<file path="config.mk">
export PLATFORM = sky130hd
export DESIGN_NAME = fifo_uart_tx
export DESIGN_NICKNAME = d
export VERILOG_FILES = /design/src/rtl/fifo_uart_tx.sv
export SDC_FILE = /design/constraint.sdc
export NUM_CORES = 1
export LEC_CHECK = 0
export ABC_CLOCK_PERIOD_IN_PS = 2500
export BUFFER_PORTS_ARGS = -buffer_cell sky130_fd_sc_hd__buf_2
export CAP_MARGIN = 40
export CORE_MARGIN = 2
export CORE_UTILIZATION = 63
export CTS_BUF_LIST = sky130_fd_sc_hd__clkbuf_4
export DETAILED_ROUTE_END_ITERATION = 12
export GPL_ROUTABILITY_DRIVEN = 0
export HOLD_SLACK_MARGIN = 0.1
export PLACE_DENSITY = 0.83
export SLEW_MARGIN = 20
export SYNTH_ARGS = -nofsm -noshare
export SYNTH_HDL_FRONTEND = slang
export SYNTH_SLANG_ARGS = --single-unit
</file>
<file path="constraint.sdc">
create_clock -name clk -period 2.5 [get_ports clk]
set_input_delay 0.125 -clock clk [delete_from_list [all_inputs] [get_ports clk]]
set_output_delay 0.125 -clock clk [all_outputs]
set_load 0.02 [all_outputs]
</file>
<file path="src/rtl/fifo_uart_tx.sv">
// UART transmitter that drains an upstream FIFO: one pop per frame, then start bit,
// DATA_WIDTH bits LSB first and a stop bit of SB_TICK oversample ticks.
module fifo_uart_tx #(
  parameter int DATA_WIDTH = 8,
  parameter int SB_TICK    = 16,
  parameter int DVSR       = 54
) (
  input  logic                  clk,
  input  logic                  reset,
  input  logic                  empty,
  input  logic [DATA_WIDTH-1:0] r_data,
  output logic                  rd,
  output logic                  tx,
  output logic                  tx_busy,
  output logic                  tx_done_tick
);

  localparam int CW   = (DVSR > 1) ? $clog2(DVSR) : 1;
  localparam int TMAX = (SB_TICK > 16) ? SB_TICK : 16;
  localparam int TW   = $clog2(TMAX);
  localparam int BW   = (DATA_WIDTH > 1) ? $clog2(DATA_WIDTH) : 1;

  localparam logic [CW-1:0] BAUD_LAST      = CW'(DVSR - 1);
  localparam logic [TW-1:0] DATA_TICK_LAST = TW'(15);
  localparam logic [TW-1:0] STOP_TICK_LAST = TW'(SB_TICK - 1);
  localparam logic [BW-1:0] BIT_LAST       = BW'(DATA_WIDTH - 1);

  typedef enum logic [1:0] {IDLE, START, DATA, STOP} state_t;

  state_t                state_q, state_d;
  logic [CW-1:0]         baud_q, baud_d;
  logic [TW-1:0]         tick_q, tick_d;
  logic [BW-1:0]         bit_q, bit_d;
  logic [DATA_WIDTH-1:0] sreg_q, sreg_d;
  logic                  tx_q, tx_d;
  logic                  s_tick;

  assign s_tick  = (baud_q == BAUD_LAST);
  assign tx      = tx_q;
  assign tx_busy = (state_q != IDLE);

  always_ff @(posedge clk) begin
    if (reset) begin
      state_q <= IDLE;
      baud_q  <= '0;
      tick_q  <= '0;
      bit_q   <= '0;
      sreg_q  <= '0;
      tx_q    <= 1'b1;
    end else begin
      state_q <= state_d;
      baud_q  <= baud_d;
      tick_q  <= tick_d;
      bit_q   <= bit_d;
      sreg_q  <= sreg_d;
      tx_q    <= tx_d;
    end
  end

  always_comb begin
    state_d      = state_q;
    tick_d       = tick_q;
    bit_d        = bit_q;
    sreg_d       = sreg_q;
    rd           = 1'b0;
    tx_done_tick = 1'b0;
    baud_d       = (state_q == IDLE || s_tick) ? '0 : baud_q + 1'b1;

    case (state_q)
      IDLE: begin
        if (!empty) begin
          rd      = 1'b1;
          sreg_d  = r_data;
          tick_d  = '0;
          state_d = START;
        end
      end
      START: begin
        if (s_tick) begin
          if (tick_q == DATA_TICK_LAST) begin
            tick_d  = '0;
            bit_d   = '0;
            state_d = DATA;
          end else begin
            tick_d = tick_q + 1'b1;
          end
        end
      end
      DATA: begin
        if (s_tick) begin
          if (tick_q == DATA_TICK_LAST) begin
            tick_d = '0;
            sreg_d = sreg_q >> 1;
            if (bit_q == BIT_LAST) state_d = STOP;
            else                   bit_d   = bit_q + 1'b1;
          end else begin
            tick_d = tick_q + 1'b1;
          end
        end
      end
      STOP: begin
        if (s_tick) begin
          if (tick_q == STOP_TICK_LAST) begin
            tx_done_tick = 1'b1;
            tick_d       = '0;
            state_d      = IDLE;
          end else begin
            tick_d = tick_q + 1'b1;
          end
        end
      end
      default: state_d = IDLE;
    endcase

    // Reset wins over any pop or completion decided above in the same cycle.
    if (reset) begin
      rd           = 1'b0;
      tx_done_tick = 1'b0;
    end

    // tx is registered, so it is derived from where the FSM goes next.
    case (state_d)
      START:   tx_d = 1'b0;
      DATA:    tx_d = sreg_d[0];
      default: tx_d = 1'b1;
    endcase
  end

endmodule

</file>
# [Word-level counts from Yosys, hierarchy flattened]
# Index checks and enable logic that the tools add are counted.
# Widths: inputs -> output; s select.
[op_classes] add_sub_neg=3 eq_ne=15 mux=31 n_reduce_logical=10
[ops] op="$mux 8" count=3
[ops] op="$mux 2" count=8
[ops] op="$pmux 8 s2" count=1
[ops] op="$mux 3" count=5
[ops] op="$mux 4" count=3
[ops] op="$ne 2x2->1 const B" count=6
[ops] op="$pmux 2 s4" count=1
[ops] op="$pmux 4 s2" count=1
[ops] op="$mux 1" count=7
[ops] op="$add 6x1->6 const B" count=1
[ops] op="$eq 2x2->1 const B" count=3
[ops] op="$eq 6x6->1 const B" count=1
[ops] op="$pmux 3 s2" count=1
[ops] op="$reduce_and 6->1" count=1
[ops] op="$reduce_bool 2->1" count=3
[ops] op="$add 4x1->4 const B" count=1
[ops] op="$eq 2x1->1 const B" count=2
[ops] op="$eq 4x4->1 const B" count=1
[ops] op="$reduce_and 4->1" count=1
[ops] op="$add 3x1->3 const B" count=1
[ops] op="$eq 3x3->1 const B" count=1
[ops] op="$reduce_or 3->1" count=1
[ops] op="$logic_not 2->1" count=1
[ops] op="$ne 2x1->1 const B" count=1
[ops] op="other kinds (4)" count=4
[word_totals] ff_bits=24 input_bits=11 out_inout_bits=4

# [Depth between registers and ports, before layout]
# Gate-level depths: netlist (run 1).
[logic_depth] word_depth=7 ltp_mapped=7

# [Worst setup path before layout (run 1)]
# OpenSTA, ideal clock, no wires.
[synth_timing] path_kind="register to register" start="register tick_q[0]" end="register tx_q (netlist: tx)" setup_time_ps=121 t_arrival_ps=1593 required_ps=2379 path_slack_ps=785 stages_incl_launch_ff=7 n_path_buf=0 path_cell_list="dfxtp_1 ha_1 nand3_1 nor4_4 nor2_4 a221oi_2 o21bai_1"
[synth_between] elab_chain_cells=6 word_cells_on_any_way=14 cone_classes="3 x eq/ne; 11 x mux"
[synth_rtl] item="start, declared" line="32" source="logic [TW-1:0] tick_q, tick_d;"
[synth_rtl] item="start signal, assigned" line="53" source="tick_q <= tick_d;"
[synth_rtl] item="$eq 4x4->1 (*)" line="80, 91, 103"
[synth_rtl] item="$mux 2, on equally long branches" line="103, 80, 91"
[synth_rtl] item="$mux 2, on equally long branches" line="102, 79, 90"
[synth_rtl] item="$pmux 2 s4" line="69" source="case (state_q)"
[synth_rtl] item="$eq 2x2->1 or $eq 2x1->1 (tied branches)" line="122" source="case (state_d)"
[synth_rtl] item="$pmux 1 s2 (*)" line="122"
[synth_rtl] item="end signal, assigned" line="56" source="tx_q <= tx_d;"
[synth_rtl] item="end, declared" line="35" source="logic tx_q, tx_d;"
# Mark *: on every way between the ends. The rest lies on a longest branch, timed or not. The select of a mux whose other input is x is not followed.
# A chain may end at the register's enable or synchronous reset.

# [Worst setup path in the final report (run 1)]
# Same ends and word-level chain as after synthesis.

==> summary by stage, run 1 <==
Status
The run finished with clean final reports.

Logic synthesis
The synthesized cell area is 1200 µm². Each instance of the synthesized netlist takes up on average 8.823 µm². Yosys mapped a number of flops with a built-in enable equal to 0.

The post-synthesis cell type count is 37. The dominant cell type by area after synthesis is sky130_fd_sc_hd__dfxtp_1. The synthesized instance count is 136. The number of warnings issued by yosys is 0.

Among all flip-flop cells after synthesis, the most frequent one is sky130_fd_sc_hd__dfxtp_1. The number of synthesized register bits is 24. The number of nets handed over by synthesis was 152.

Summing the sequential cell areas from Yosys gives 40.04% of the chip area. In the synthesized netlist the async set-or-reset flop fraction comes to 0%. The top-area cell type share of the netlist area is 40.04%. By area the synthesized netlist is led by sky130_fd_sc_hd__dfxtp_1 (40%), sky130_fd_sc_hd__a21oi_1 (6.7%), sky130_fd_sc_hd__nand2_1 (5.6%).

Setup path
The largest individual stage delay along the critical path comes from the cell sky130_fd_sc_hd__nor4_4. The worst setup path is captured at a flop. The worst endpoint data arrival time is 2.23 ns. The cell family contributing the most delay on the critical path is simple AND/OR/NAND/NOR gates. The element type at the critical path start is a flop. The maximum net fanout on the critical path is 9. By startpoint and endpoint, the worst setup path is classified as reg -> reg. For this run, the slowest stage of the critical path takes 0.49 ns. The number of buffers and inverters on the critical path is 0.

The required time at the endpoint of the critical path is 2.72 ns. The signal on the critical path passes through ha_1 -> nand3_1 -> nor4_4 -> nor2_4 -> a221oi_2 -> o21bai_1.

Power
The internal power of the cells totals 588.3 µW. In this run the static leakage power is 0.5828 nW. The share of total power in the clock network is 37.1%. The reported net switching power is 161.7 µW. The combinational fraction of design power is 9.4%. The sequential share of power is 53.6%. The share of total power consumed by net switching is 21.56%. For this design the ratio of total power to cell area is 541.5 nW/µm². VDD sags by at most 0.4952 mV.

Detailed routing
For this block, the initial DRC count from the detailed router was 14. After detailed routing, the number of vias per cell comes to 5.796. The sum of routed wire length over all layers is 2269 µm. Before antenna repair, the detailed router went through 4 iterations. The overall via count from detail_route is 1,049. The wire length per cell is 12.54 µm. Once detail routing completed, the nets flagged for antenna violations numbered 0. After detailed routing, the number of remaining DRC violations is 0.

Timing
The slew of the pin with the lowest slew margin is 0.6677 ns. Setup violations remaining at the end of the flow were counted as 0. The hold violation total from the final report came to 0. Setup repair after global routing left no endpoint under its margin. Measured against its own limit, the worst slew margin works out to 55.25%. The count of pins over their slew limit came to 0. The minimum clock period is 2.011 ns. Dividing the final minimum period by the clock period gives 80.46%. Timing would allow up to 497.2 MHz. The clock arrives with 0.005268 ns of skew. After routing, the total negative slack on setup checks comes to 0 ns.

Die
The floorplan has 15 rows. The die boundary height is 47.64 µm. Once the floorplan was initialized, standard cells occupied 68.01% of the core.

The area of the core is 1764 µm². The I/O pin count is 15. The die is 47.64 µm wide. The floorplan step defined a die boundary enclosing 2270 µm².

Finish
The number of cells in the finished layout apart from fillers is 181. The share of post-route cells with drive strength above 1 is 17.95%. The layout-stage area growth over the synthesis result is 15.43%. The net count of the finished layout is 173. After filler insertion, the fill cell instance count of the layout stands at 126. The antenna diode instance count is 0.

Clock tree
For the worst-skew pair, the clock arrives at the later sink with an insertion delay of 0.31 ns. The TritonCTS clock tree is done. Gates resized during post-CTS repair numbered 0. The number of setup buffers added after CTS is 0. In this run the number of H-tree levels came out at 1. Clock tree synthesis selected as its root buffer the cell sky130_fd_sc_hd__clkbuf_4. The total clock sinks is 24. The number of clock buffers added by TritonCTS is 3. After clock tree synthesis, the clock-pin slew on the worst setup and hold paths is 0.13 ns. The clock passes through at most 2 buffers.

Place
The number of placed instances, taps included, is 170. Buffers placed on the I/O ports in this run total 14. Summed over all nets, the half-perimeter wirelength after detailed placement is 1550 µm.

Global route
Entering global routing, the biggest net connects 22 pins. Global routing finished with a remaining overflow of 0. The aggregate global-route resource usage is 23.55%. The via count of the first global-routing pass is 882.

The first global-routing pass estimated 3698 µm of wire. The initial antenna violation count is 0.

Hold path
The class of the tightest hold or removal check is in -> reg.

Job
The number of maximum-capacitance violations is 0.
-- Yosys cell counts (all sizes together) (3+ instances only) --
library cell and count:
nand2 18, inv 7, a22oi 7, nor2 14, nor3 4, o21ai 3
a21oi 16, nand2b 3, ha 5, or3 4, dfxtp 24, nand3 5
-- metrics by stage --
step / hold slack, ns / utilization, % / total power [mW] / worst slack [ns] / cell area, µm²
floorplan: 0.2657 / - / 0.4544 / 0.7853 / 1200
CTS: 0.1608 / 78.51 / 0.7538 / 0.5149 / 1385
detailed placement: 0.3658 / 71.56 / 0.4711 / 0.5724 / 1262
finish: 0.1673 / 78.51 / 0.7500 / 0.4886 / 1385
global route: 0.1768 / 78.51 / 0.7794 / 0.3385 / 1385
global placement: 0.3534 / 71.56 / 0.4694 / 0.6442 / 1262
-- cell type report --
cell class | instances | area [µm²] | area share, %
sequential | 24 | 480.5 | 34.69
inverter | 7 | 26.28 | 1.897
tap | 25 | 31.28 | 2.258
clock buffer | 3 | 22.52 | 1.626
clock inverter | 1 | 30.03 | 2.168
multi-input combinational | 100 | 654.4 | 47.24
timing repair buffer | 21 | 140.1 | 10.12
-- logic make-up after synthesis --
group	synth area share [%]
adder cells (fa/ha/maj)	5.214
buffers and inverters	5.423
flip-flops	40.04
AND/OR/NAND/NOR	29.20
AO/OA/AOI/OAI	17.21
XOR/XNOR	2.920
-- worst paths after layout --
kind	from	endpoint	slack [ns]	depth (start not counted)
min reg2reg	sreg_q[2]$_SDFFE_PP0P_	sreg_q[2]$_SDFFE_PP0P_	0.47	2
max reg2reg	tick_q[0]$_SDFFE_PP0P_	tx$_SDFF_PP1_	0.49	6
max	tick_q[0]$_SDFFE_PP0P_	tx$_SDFF_PP1_	0.49	6
min	empty	tick_q[2]$_SDFFE_PP0P_	0.17	3
-- power groups by stage --
| stage | Clock [mW] | Combinational (mW) | Sequential (mW) |
|---|---|---|---|
| 6_report | 0.278 | 0.0702 | 0.402 |
| 5_1_grt | 0.298 | 0.0780 | 0.403 |
| 4_1_cts | 0.283 | 0.0694 | 0.402 |
| 3_5_place_dp | 0 | 0.0610 | 0.410 |
| 3_3_place_gp | 0 | 0.0596 | 0.410 |
| 2_1_floorplan | 0 | 0.0464 | 0.408 |
-- flip-flops by register name (all words and copies together) (netlist names) --
name     cells
bit_q        3
state_q      2
baud_q       6
tick_q       4
sreg_q       8
tx           1
-- worst min-delay path, delay by kind of cell --
family | cells | cell delay, ns
compound gates | 1 | 0.09
simple gates | 1 | 0.10
buf+inv | 1 | 0.13
-- layout by cell type, fill, tap and decap left out, types with 2 or more instances in the layout --
cell type	netlist	final
sky130_fd_sc_hd__nand3_1	5	5
sky130_fd_sc_hd__dlygate4sd3_1	0	7
sky130_fd_sc_hd__nor2_1	13	13
sky130_fd_sc_hd__ha_1	5	5
sky130_fd_sc_hd__nor3b_1	2	2
sky130_fd_sc_hd__a21oi_1	16	16
sky130_fd_sc_hd__nand2_1	18	18
sky130_fd_sc_hd__buf_2	0	14
sky130_fd_sc_hd__dfxtp_1	24	24
sky130_fd_sc_hd__a22oi_1	7	7
sky130_fd_sc_hd__a311oi_1	2	2
sky130_fd_sc_hd__nor3_1	2	2
sky130_fd_sc_hd__nand2b_1	2	2
sky130_fd_sc_hd__xor2_1	2	2
sky130_fd_sc_hd__inv_1	7	7
sky130_fd_sc_hd__or3_1	4	4
sky130_fd_sc_hd__o21ai_0	3	3
sky130_fd_sc_hd__xnor2_1	2	2
sky130_fd_sc_hd__clkbuf_4	0	3
-- metal layers --
metal,vias to the layer above,track usage (%),share of wire (%)
li1,521,-,-
met1,510,31.55,47
met2,13,36.49,48
met3,5,3.396,2.6
met4,0,12.97,1.9
met5,-,0,0
-- timing repair --
item | in CTS | in global routing
endpoints found under the setup margin | 0 | 0
endpoints found under the hold margin | 7 | 0
hold buffers | 7 | 0
Note: power is estimated with default switching activity, not from simulation.
==> run 2, diff against run 1 <==
- ABC_CLOCK_PERIOD_IN_PS: 2500 -> 2000
- CORE_UTILIZATION: 63 -> 59
- PLACE_DENSITY: 0.83 -> 0.78
- clock period: 2.5 -> 2 ns (I/O delays scaled with it)
==> summary by stage, run 2 (synthesis results as in run 1) <==
Timing
The worst slew margin relative to its limit came to 71.04% (+16 points). The slew of the pin with the lowest slew margin is 0.4311 ns (-0.2366 ns). The final worst-path cycle share is 91.93% (+11 points). The minimum clock period was 1.839 ns (-0.1729 ns). Setup repair after global routing left no endpoint under its margin. The worst clock skew is 0.005213 ns (-0.00005568 ns). The final total negative setup slack is 0 ns (unchanged). The count of endpoints failing setup in the final report is 0 (unchanged). The top achievable clock speed is 543.9 MHz (+9.4%). The count of pins over their slew limit came to 0 (unchanged). The hold violation total from the final report is 0 (unchanged).

Clock tree
The TritonCTS clock tree is done. The later-pin clock latency in the skew report is 0.31 ns (about the same). The cell sitting at the root of the clock tree is a sky130_fd_sc_hd__clkbuf_4. The buffer levels on the longest clock path is 2 (unchanged). The number of H-tree levels came to 1 (unchanged). The post-CTS repair timing setup buffer count is 0 (unchanged).

The clock-pin slew of the registers on the worst-case setup and hold paths is 0.12 ns (about the same). The total clock sinks is 24 (unchanged). The total CTS buffers is 3 (unchanged).

Die
The floorplan die width came to 49.10 µm (+3.1%). The number of placement rows came to 16 (+1). The die boundary height came to 49.10 µm (+3.1%). The I/O pin count is 15 (unchanged). The die outline area is 2410 µm² (+6.2%). The starting utilization of the core area is 61.79% (-6.2 points). The area of the core is 1942 µm² (+10%).

Finish
The register ranked first by flip-flop count is sreg_q. The most common cell after layout, fill and taps aside is sky130_fd_sc_hd__dfxtp_1. In the layout the commonest cells are sky130_fd_sc_hd__dfxtp_1 (24), sky130_fd_sc_hd__nand2_1 (18), sky130_fd_sc_hd__a21oi_1 (16). The count of nets after finishing is 175 (+1.2%). The share of post-route cells with drive strength above 1 is 18.47% (+0.52 points). From synthesis to final layout, the design area changed by 14.39%.

In the final layout, the registers with the most flip-flops are sreg_q x8, baud_q x6, tick_q x4. The antenna diode instance count was 0 (unchanged). The number of flip-flops under the largest register name is 8 (unchanged).

Place
The detailed placement HPWL is 1720 µm (+11%). The total of buffers placed on input and output ports is 14 (unchanged).

Setup path
The critical path goes through ha_1 -> nand3_1 -> nor3_4 -> nand2_1 -> or3_1 -> a21oi_1. The number of buffers and inverters on the critical path is 0 (unchanged). The critical path is of the reg -> reg type. The worst endpoint data arrival time is 2.09 ns (-0.14 ns). The category of the worst setup path capture point is a flop. The required time at the endpoint of the critical path came to 2.25 ns (-0.47 ns). The maximum net fanout on the critical path is 6 (-3).

The slowest stage of the critical path belongs to the cell sky130_fd_sc_hd__dfxtp_1. The element type at the critical path start is a flop. The cell family contributing the most delay on the critical path is simple AND/OR/NAND/NOR gates. The maximum cell stage delay along the critical path is 0.40 ns (-0.09 ns).

Power
The standby leakage power was 0.5791 nW (-0.63%). The sum of internal, switching and leakage power came to 802.3 µW (+7.0%). The power per standard cell area was 584.5 nW/µm² (+7.9%).

The largest voltage drop on the vdd net is 0.4622 mV (-6.7%).

Detailed routing
The routed via count divided by cell count is 5.587 (-3.6%). The met1 routed wirelength after detailed routing is 1111 µm (+3.2%). The detailed-router iteration count before antenna repair came to 4 (unchanged). The sum of routed wire length over all layers is 2481 µm (+9.3%). The wire length per cell came to 13.48 µm (+7.6%). The length of routed met2 wiring came to 1307 µm (+20%).

The DRC violation count after routing is 0 (unchanged). The number of violations reported at the end of detailed-routing iteration 0 is 9 (-5). The number of nets still failing antenna checks after routing came to 0 (unchanged). The highest metal layer carrying signal wires in the routed design is met4. The sum of met3 wire segment lengths after detailed routing is 47 µm (-19%). The overall via count from detail_route is 1,028 (-2.0%).

Global route
The overflow left after global routing is 0 (unchanged). The aggregate global-route resource usage is 22.22% (-1.3 points). The maximum number of pins on one net before global-route repair came to 22 (unchanged). The initial antenna violation count is 0 (unchanged). The global-route wire length before repair is 4160 µm (+12%). The via count of the first global-routing pass is 942 (+6.8%).

Hold path
The worst hold path belongs to the class in -> reg.

Status
The run finished with clean final reports.

Job
The number of maximum-capacitance violations was 0 (unchanged).
run 2: cell types whose count changed in the layout (fill, tap and decap cells not counted), sizes merged:
cell,change
bufinv,-1
buf,+2
run 2: worst min-delay path, cell delays in order:
cell and delay [ns]:
sky130_fd_sc_hd__buf_2 0.13, sky130_fd_sc_hd__nand2_1 0.09, sky130_fd_sc_hd__a311oi_1 0.09
run 2: worst paths after layout:
check / from / end / slack, ns / cells past startpoint
worst max-delay path: tick_q[0]$_SDFFE_PP0P_ / bit_q[0]$_SDFFE_PP0P_ / 0.16 / 6
worst min-delay path: empty / tick_q[2]$_SDFFE_PP0P_ / 0.14 / 3
worst max register to register: tick_q[0]$_SDFFE_PP0P_ / bit_q[0]$_SDFFE_PP0P_ / 0.16 / 6
worst min register to register: bit_q[2]$_SDFFE_PP0P_ / bit_q[2]$_SDFFE_PP0P_ / 0.47 / 2
run 2: repair_timing:
item	in CTS	in global routing
gates resized for setup	0	0
hold buffers	7	0
hold endpoints to repair	7	0
run 2: power breakdown:
group | total, mW | switching [mW] | leakage [nW] | internal, mW
clock network | 0.208 | 0.138 | 0.0138 | 0.0705
logic | 0.0913 | 0.0491 | 0.370 | 0.0422
registers | 0.503 | 0.0106 | 0.195 | 0.492
run 2: layout make-up:
class | count | area, µm²
Multi-Input combinational cell | 100 | 654.4
Tap cell | 27 | 33.78
Timing Repair Buffer | 23 | 155.1
Fill cell | 167 | 569.3
Inverter | 7 | 26.28
Clock buffer | 3 | 22.52
Sequential cell | 24 | 480.5
run 2: metrics by stage:
stage | utilization [%] | hold slack, ns | instances | worst slack [ns] | instance area (µm²)
2_1_floorplan | - | 0.2407 | 136 | 0.2853 | 1200
3_3_place_gp | 65.91 | 0.3284 | 174 | 0.3244 | 1280
3_5_place_dp | 65.91 | 0.3527 | 174 | 0.1846 | 1280
4_1_cts | 70.68 | 0.1380 | 184 | 0.1565 | 1373
5_1_grt | 70.68 | 0.1333 | 184 | 0.01813 | 1373
6_report | 70.68 | 0.1450 | 184 | 0.1615 | 1373
run 2: layer usage:
| layer | GRT usage [%] | vias up |
|---|---|---|
| met4 | 5.714 | 0 |
| met2 | 40.32 | 13 |
| met3 | 3.681 | 2 |
| met5 | 0 | - |
| li1 | - | 521 |
| met1 | 26.97 | 492 |
